===== src/rtl/if3_redirect_if.sv =====
// Bundle-side bus for the IF3 redirect unit: predecoded slots in,
// trimmed valid mask and front-end redirect out.
interface if3_redirect_if #(
  parameter int FETCH_WIDTH = 4,
  parameter int ADDR_W      = 32,
  parameter int CNT_W       = 16
);
  logic                          flush;
  logic                          pause;
  logic [FETCH_WIDTH-1:0]        slot_valid;
  logic [FETCH_WIDTH*ADDR_W-1:0] slot_pc;
  logic [FETCH_WIDTH-1:0]        slot_is_ctrl;
  logic [FETCH_WIDTH-1:0]        pred_taken;
  logic [FETCH_WIDTH*ADDR_W-1:0] pred_target;
  logic [FETCH_WIDTH-1:0]        nlp_taken;
  logic [FETCH_WIDTH*ADDR_W-1:0] nlp_target;

  logic [FETCH_WIDTH-1:0]        out_valid;
  logic                          redirect;
  logic [ADDR_W-1:0]             redirect_pc;
  logic                          flush_req;
  logic                          wait_ds;
  logic [CNT_W-1:0]              redirect_cnt;

  modport master (
    output flush, pause, slot_valid, slot_pc, slot_is_ctrl,
           pred_taken, pred_target, nlp_taken, nlp_target,
    input  out_valid, redirect, redirect_pc, flush_req, wait_ds, redirect_cnt
  );

  modport slave (
    input  flush, pause, slot_valid, slot_pc, slot_is_ctrl,
           pred_taken, pred_target, nlp_taken, nlp_target,
    output out_valid, redirect, redirect_pc, flush_req, wait_ds, redirect_cnt
  );
endinterface


===== src/rtl/if3_redirect_unit.sv =====
// IF3 redirect and delay-slot control: compares final vs NLP prediction per
// slot, trims the bundle and redirects fetch, deferring across a delay slot.
//
// state     | meaning
// ----------+-------------------------------------------------------------
// S_IDLE    | normal; mismatches redirect immediately or arm WAIT_DS
// S_WAIT_DS | mispredict in last slot; waiting for the delay-slot bundle
// S_SQUASH  | drop the one wrong-path bundle already in flight
module if3_redirect_unit #(
  parameter int FETCH_WIDTH = 4,
  parameter int ADDR_W      = 32,
  parameter int DS_ENABLE   = 1,
  parameter int CNT_W       = 16
) (
  input  logic           clk,
  input  logic           rst,
  if3_redirect_if.slave  bus
);

  localparam int IDX_W    = (FETCH_WIDTH > 1) ? $clog2(FETCH_WIDTH) : 1;
  localparam int DS_EXTRA = (DS_ENABLE != 0) ? 1 : 0;

  typedef enum logic [1:0] {
    S_IDLE    = 2'd0,
    S_WAIT_DS = 2'd1,
    S_SQUASH  = 2'd2
  } state_t;

  state_t                 state_q, state_d;
  logic [ADDR_W-1:0]      saved_q, saved_d;
  logic [CNT_W-1:0]       cnt_q;

  logic [FETCH_WIDTH-1:0] mis;
  logic [ADDR_W-1:0]      fix [FETCH_WIDTH];
  logic                   hit;
  logic [IDX_W-1:0]       k;
  logic [ADDR_W-1:0]      fix_k;
  logic [FETCH_WIDTH-1:0] keep;
  logic                   last_slot;

  logic [FETCH_WIDTH-1:0] out_valid;
  logic                   redirect;
  logic [ADDR_W-1:0]      redirect_pc;

  // Per-slot mismatch and corrected target; not-taken fix resumes after the delay slot.
  always_comb begin
    for (int i = 0; i < FETCH_WIDTH; i++) begin
      logic [ADDR_W-1:0] pt;
      logic [ADDR_W-1:0] nt;
      logic [ADDR_W-1:0] pc;
      pt = bus.pred_target[i*ADDR_W +: ADDR_W];
      nt = bus.nlp_target[i*ADDR_W +: ADDR_W];
      pc = bus.slot_pc[i*ADDR_W +: ADDR_W];
      mis[i] = bus.slot_valid[i] & bus.slot_is_ctrl[i] &
               ((bus.pred_taken[i] ^ bus.nlp_taken[i]) |
                (bus.pred_taken[i] & bus.nlp_taken[i] & (pt != nt)));
      fix[i] = bus.pred_taken[i] ? pt : pc + ADDR_W'(8);
    end
  end

  always_comb begin
    hit = 1'b0;
    k   = '0;
    for (int i = FETCH_WIDTH-1; i >= 0; i--) begin
      if (mis[i]) begin
        hit = 1'b1;
        k   = i[IDX_W-1:0];
      end
    end
  end

  always_comb begin
    keep = '0;
    for (int i = 0; i < FETCH_WIDTH; i++) begin
      keep[i] = (i <= int'(k) + DS_EXTRA);
    end
  end

  assign fix_k     = fix[k];
  assign last_slot = (k == IDX_W'(FETCH_WIDTH-1));

  always_comb begin
    state_d     = state_q;
    saved_d     = saved_q;
    out_valid   = '0;
    redirect    = 1'b0;
    redirect_pc = '0;
    if (rst || bus.flush) begin
      state_d = S_IDLE;
      saved_d = '0;
    end else if (bus.pause) begin
      out_valid = bus.slot_valid;
    end else begin
      case (state_q)
        S_IDLE: begin
          out_valid = bus.slot_valid;
          if (hit) begin
            if (DS_ENABLE != 0 && last_slot) begin
              saved_d = fix_k;
              state_d = S_WAIT_DS;
            end else begin
              out_valid   = bus.slot_valid & keep;
              redirect    = 1'b1;
              redirect_pc = fix_k;
            end
          end
        end
        S_WAIT_DS: begin
          if (bus.slot_valid[0]) begin
            out_valid   = {{(FETCH_WIDTH-1){1'b0}}, 1'b1};
            redirect    = 1'b1;
            redirect_pc = saved_q;
            state_d     = S_SQUASH;
          end
        end
        S_SQUASH: begin
          state_d = S_IDLE;
        end
        default: begin
          state_d = S_IDLE;
        end
      endcase
    end
  end

  always_ff @(posedge clk) begin
    if (rst) begin
      state_q <= S_IDLE;
      saved_q <= '0;
      cnt_q   <= '0;
    end else begin
      state_q <= state_d;
      saved_q <= saved_d;
      if (redirect && (cnt_q != {CNT_W{1'b1}})) begin
        cnt_q <= cnt_q + CNT_W'(1);
      end
    end
  end

  assign bus.out_valid    = out_valid;
  assign bus.redirect     = redirect;
  assign bus.redirect_pc  = redirect_pc;
  assign bus.flush_req    = redirect;
  assign bus.wait_ds      = (state_q == S_WAIT_DS) && !rst;
  assign bus.redirect_cnt = cnt_q;

endmodule


===== src/flat_wrapper.sv =====
// flat-port wrapper written by rule: the top's interface ports become plain ports
module if3_redirect_unit_flat 
#(
  parameter int FETCH_WIDTH = 4,
  parameter int ADDR_W      = 32,
  parameter int DS_ENABLE   = 1,
  parameter int CNT_W       = 16
)
  (clk, rst, bus_flush, bus_pause, bus_slot_valid, bus_slot_pc, bus_slot_is_ctrl, bus_pred_taken, bus_pred_target, bus_nlp_taken, bus_nlp_target, bus_out_valid, bus_redirect, bus_redirect_pc, bus_flush_req, bus_wait_ds, bus_redirect_cnt);
  if3_redirect_if #(.FETCH_WIDTH(FETCH_WIDTH), .ADDR_W(ADDR_W), .CNT_W(CNT_W)) bus_i ();
  input  logic clk;
  input  logic rst;
  input wire logic [$bits(bus_i.flush)-1:0] bus_flush;
  input wire logic [$bits(bus_i.pause)-1:0] bus_pause;
  input wire logic [$bits(bus_i.slot_valid)-1:0] bus_slot_valid;
  input wire logic [$bits(bus_i.slot_pc)-1:0] bus_slot_pc;
  input wire logic [$bits(bus_i.slot_is_ctrl)-1:0] bus_slot_is_ctrl;
  input wire logic [$bits(bus_i.pred_taken)-1:0] bus_pred_taken;
  input wire logic [$bits(bus_i.pred_target)-1:0] bus_pred_target;
  input wire logic [$bits(bus_i.nlp_taken)-1:0] bus_nlp_taken;
  input wire logic [$bits(bus_i.nlp_target)-1:0] bus_nlp_target;
  output wire logic [$bits(bus_i.out_valid)-1:0] bus_out_valid;
  output wire logic [$bits(bus_i.redirect)-1:0] bus_redirect;
  output wire logic [$bits(bus_i.redirect_pc)-1:0] bus_redirect_pc;
  output wire logic [$bits(bus_i.flush_req)-1:0] bus_flush_req;
  output wire logic [$bits(bus_i.wait_ds)-1:0] bus_wait_ds;
  output wire logic [$bits(bus_i.redirect_cnt)-1:0] bus_redirect_cnt;
  assign bus_i.flush = bus_flush;
  assign bus_i.pause = bus_pause;
  assign bus_i.slot_valid = bus_slot_valid;
  assign bus_i.slot_pc = bus_slot_pc;
  assign bus_i.slot_is_ctrl = bus_slot_is_ctrl;
  assign bus_i.pred_taken = bus_pred_taken;
  assign bus_i.pred_target = bus_pred_target;
  assign bus_i.nlp_taken = bus_nlp_taken;
  assign bus_i.nlp_target = bus_nlp_target;
  assign bus_out_valid = bus_i.out_valid;
  assign bus_redirect = bus_i.redirect;
  assign bus_redirect_pc = bus_i.redirect_pc;
  assign bus_flush_req = bus_i.flush_req;
  assign bus_wait_ds = bus_i.wait_ds;
  assign bus_redirect_cnt = bus_i.redirect_cnt;
  if3_redirect_unit #(.FETCH_WIDTH(FETCH_WIDTH), .ADDR_W(ADDR_W), .DS_ENABLE(DS_ENABLE), .CNT_W(CNT_W)) u_core (.clk(clk), .rst(rst), .bus(bus_i));
endmodule

===== config.mk =====
export PLATFORM = sky130hd
export DESIGN_NAME = if3_redirect_unit_flat
export DESIGN_NICKNAME = d
export VERILOG_FILES = /design/src/rtl/if3_redirect_if.sv /design/src/rtl/if3_redirect_unit.sv /design/src/flat_wrapper.sv
export SDC_FILE = /design/constraint.sdc
export NUM_CORES = 1
export LEC_CHECK = 0
export CAP_MARGIN = 20
export CORE_AREA = 2 2 176 178
export DETAILED_ROUTE_END_ITERATION = 6
export DIE_AREA = 0 0 178 180
export GPL_ROUTABILITY_DRIVEN = 0
export SYNTH_ARGS = -nofsm -noshare
export SYNTH_HDL_FRONTEND = slang
export SYNTH_SLANG_ARGS = --single-unit

===== constraint.sdc =====
create_clock -name clk -period 3 [get_ports clk]
set_clock_uncertainty 0.05 [all_clocks]
set_input_delay 0.6 -clock clk [delete_from_list [all_inputs] [get_ports clk]]
set_output_delay 0.6 -clock clk [all_outputs]
set_load 0.1 [all_outputs]

==> flow_summary.toml, run 1 <==
[grt]
grtUsageMet1_pct = 33.50
grt_util_met3_pct = 3.849
global_route.peak_usage_layer = "met2"
overflow = 0
grt_pass1_wl_um = 68640
first_global_vias = 11940
grt.total_usage_pct = 28.23
use_met2_pct = 52.57
grt_start_max_net_pins = 33
antenna_found_initial = 3

[critical_path]
cp.required_ns = 2.35
cp-end-kind = "primary output"
max_stage_delay_ns = 0.37
path_cells = "buf_4 -> xor2_1 -> nor4_2 -> buf_4 -> nand4_1 -> buf_4 -> o2111a_2 -> nor2_4 -> buf_6 -> a31o_4 -> o211ai_1 -> a32o_4 -> buf_12"
cp.arrival_ns = 3.26
cp_slowest_cell = "a32o_4"
path_common_cell = "buf_4"
critPathBufInv = 5
crit_fanout = 6
worst-setup-path-type = "in -> out"
crit_family = "compound AO/OA/AOI/OAI gates"
critPathLaunchType = "input pin"

[final_layout]
multiInputGateArea_um2 = 8071
nets = 2306
ff_latch_area_um2 = 1001
area_delta_synth_final_pct = 133.8
drive_gt1_share_pct = 44.14
finalInstanceArea_um2 = 18180
nFillCells = 2669

[detailed_routing]
ant_nets = 0
drc = 0
wire_per_inst_um = 20.92
routed_via_density = 5.000
drt-total-wl_um = 47970
drt-initial-drc-count = 593
vias = 11460
first_pass_iters = 7

[sta]
max_freq_mhz = 255.5
rsz0062_at_grt = "true"
period_needed_ns = 3.914
slew_viol_final = 0
slew_headroom_pct = 36.39
finalHoldViolCount = 0
final.setup.worst_slack_ns = -0.9143
period_share_pct = 130.5
tightest_slew_ns = 0.9542
setup_viol = 67

[power]
power.density_nw_per_um2 = 199.2
vdd_ir_drop_max_mv = 0.1835
p_leak_nw = 7.968
power_mw = 3.622

[clock_tree]
tritoncts = "yes"
cts_buffers = 5
cts_max_path_buffers = 2
cts_root_buffer = "clkbuf_16"
cts.reportedPaths.clkPinSlew_ns = 0.07
cts-htree-levels = 2
clock-sinks = 50
insertion_delay_ns = 0.30

[synth]
synth_cells = 1026
synth_edf_count = 0
ys_types = 65
ys_seq_area_share_pct = 12.87
yosysWarnings = 0
synth_top_area_share_pct = 14.08
yosys_register_bits = 50
syn_area_um2 = 7775
netlist_top_cells_area = "xnor2_1, dfxtp_1, xor2_1, mux2i_1, a22o_1"
ys_async_sr_fraction_pct = 0
synth_top_cell_by_area = "xnor2_1"
synth_area_per_cell_um2 = 7.578
syn_nets = 1439
yosys_most_used_dff = "dfxtp_1"

[run_status]
outcome = "finished with violations"
violations = "negative setup slack"

[placed_design]
numPortBuffers = 458
hpwl_um = 39900
preCtsSetupSlack_ns = -1.467
place_area_um2 = 16530

[die]
dieHeight_um = 180
start_util_pct = 25.75
dieArea_um2 = 32040
die_w_um = 178
coreArea_um2 = 30190
io_pins = 459
rows = 64

[min_path]
hold_path_class = "reg -> reg"

[job]
max_cap_violations = 0
-- logic make-up after synthesis --
group           synth area share (%)
simple gates                   25.04
xor+xnor                       25.35
compound gates                 20.34
mux                            11.17
buf+inv                        3.782
flops                          12.87
fa+ha+maj                      1.448
-- registers in the layout (all words and copies together) (netlist names) --
signal,count
u_core.bus.redirect_cnt,16
u_core.state_q,2
u_core.saved_q,32
-- final timing paths --
check | start | endpoint | slack [ns] | depth (start not counted)
min | u_core.saved_q[12] | u_core.saved_q[12] | 0.42 | 1
max | bus_pred_target[35] | bus_redirect_pc[23] | -0.91 | 13
max reg2reg | u_core.bus.redirect_cnt[3] | u_core.bus.redirect_cnt[11] | 0.35 | 7
min reg2reg | u_core.saved_q[12] | u_core.saved_q[12] | 0.42 | 1
-- synth_stat cells (all sizes together), types with 5 or more instances --
cell type    n
nand2       88
nor4        24
nor2b        9
inv         20
and3        28
or3          5
a22oi       12
a21oi       43
a32o        15
clkbuf      31
dfxtp       50
nor3        25
buf         18
and4         8
a31oi        6
and2         9
nand3       49
o211ai      13
mux2        14
nand4       52
xor2       100
a221oi      14
nand2b       7
o2bb2ai      7
nor2        59
a22o        41
ha           9
mux2i       71
xnor2      125
o21ai       39
-- report_power, final --
| part | leakage, nW | switching, mW | internal, mW |
|---|---|---|---|
| logic | 7.49 | 1.11 | 1.22 |
| clock network | 0.0729 | 0.279 | 0.332 |
| registers | 0.403 | 0.00654 | 0.671 |
-- routing by layer --
layer / up-vias / wire length, µm
li1: 5539 / -
met1: 5420 / 19030
met3: 54 / 3172
met5: - / 0
met4: 0 / 1060
met2: 451 / 24700
-- cell usage in the layout (no fill, tap or decap), drive strengths merged, types with 5 or more instances in the layout --
| cell type | synthesis | routed |
|---|---|---|
| nor2 | 59 | 59 |
| dlygate4sd2 | 0 | 86 |
| xnor2 | 125 | 125 |
| a221oi | 14 | 14 |
| ha | 9 | 9 |
| buf | 18 | 541 |
| o21ai | 39 | 39 |
| a31o | 3 | 6 |
| a32o | 15 | 15 |
| nor3 | 25 | 25 |
| a22oi | 12 | 12 |
| nor4 | 24 | 24 |
| clkbuf | 31 | 58 |
| dfxtp | 50 | 50 |
| clkdlybuf4s50 | 0 | 146 |
| o211ai | 13 | 13 |
| nand4 | 52 | 52 |
| and4 | 8 | 8 |
| nand2b | 7 | 7 |
| xor2 | 100 | 100 |
| nand2 | 88 | 88 |
| dlymetal6s2s | 0 | 26 |
| a22o | 41 | 41 |
| nor2b | 9 | 9 |
| o2bb2ai | 7 | 7 |
| or3 | 5 | 5 |
| clkdlybuf4s15 | 0 | 55 |
| nand3 | 49 | 49 |
| and2 | 9 | 9 |
| mux2 | 14 | 14 |
| a31oi | 6 | 6 |
| mux2i | 71 | 71 |
| a21oi | 43 | 43 |
| inv | 20 | 20 |
| and3 | 28 | 28 |
-- worst reg2reg max path, cell delays in order (launching register included) --
cell and delay, ns:
dfxtp_1 0.47, and4_1 0.31, and4_1 0.30, nand3_1 0.14
nor3_1 0.34, a21oi_1 0.38, nand4_1 0.23, mux2_4 0.31
-- through the flow --
step | hold slack [ns] | std cells | setup TNS (ns) | util [%]
after floorplan | 0.3822 | 1026 | -8.670 | -
after global placement | 0.3938 | 2228 | -85.37 | 54.77
after detailed placement | 0.3965 | 2228 | -87.68 | 54.77
after CTS | 0.4198 | 2274 | -29.72 | 58.96
after global routing | 0.4512 | 2293 | -40.99 | 60.21
final | 0.4228 | 2293 | -33.39 | 60.21
-- what timing repair did --
action                     CTS  global route
hold buffers                 0             0
gates cloned                 7             3
resized for setup          612           222
buffers inserted            36            22
pin swaps                  183           136
setup endpoints to repair   84            78
-- cell type report --
type	instances	share of cell area [%]
sequential	50	5.507
inverter	20	0.4130
tap	396	2.726
clock inverter	2	0.06883
clock buffer	6	0.7640
antenna	3	0.04130
multi-input combinational	910	44.40
timing repair buffer	906	46.08
Power figures use the tool's default switching activity.
==> inputs of run 2 (changes only) <==
Settings changed: ABC_CLOCK_PERIOD_IN_PS from default to 3000, HOLD_SLACK_MARGIN from default to 0.05.
==> results of run 2 <==
Final layout, timing and power as in run 1 (identical DEF).
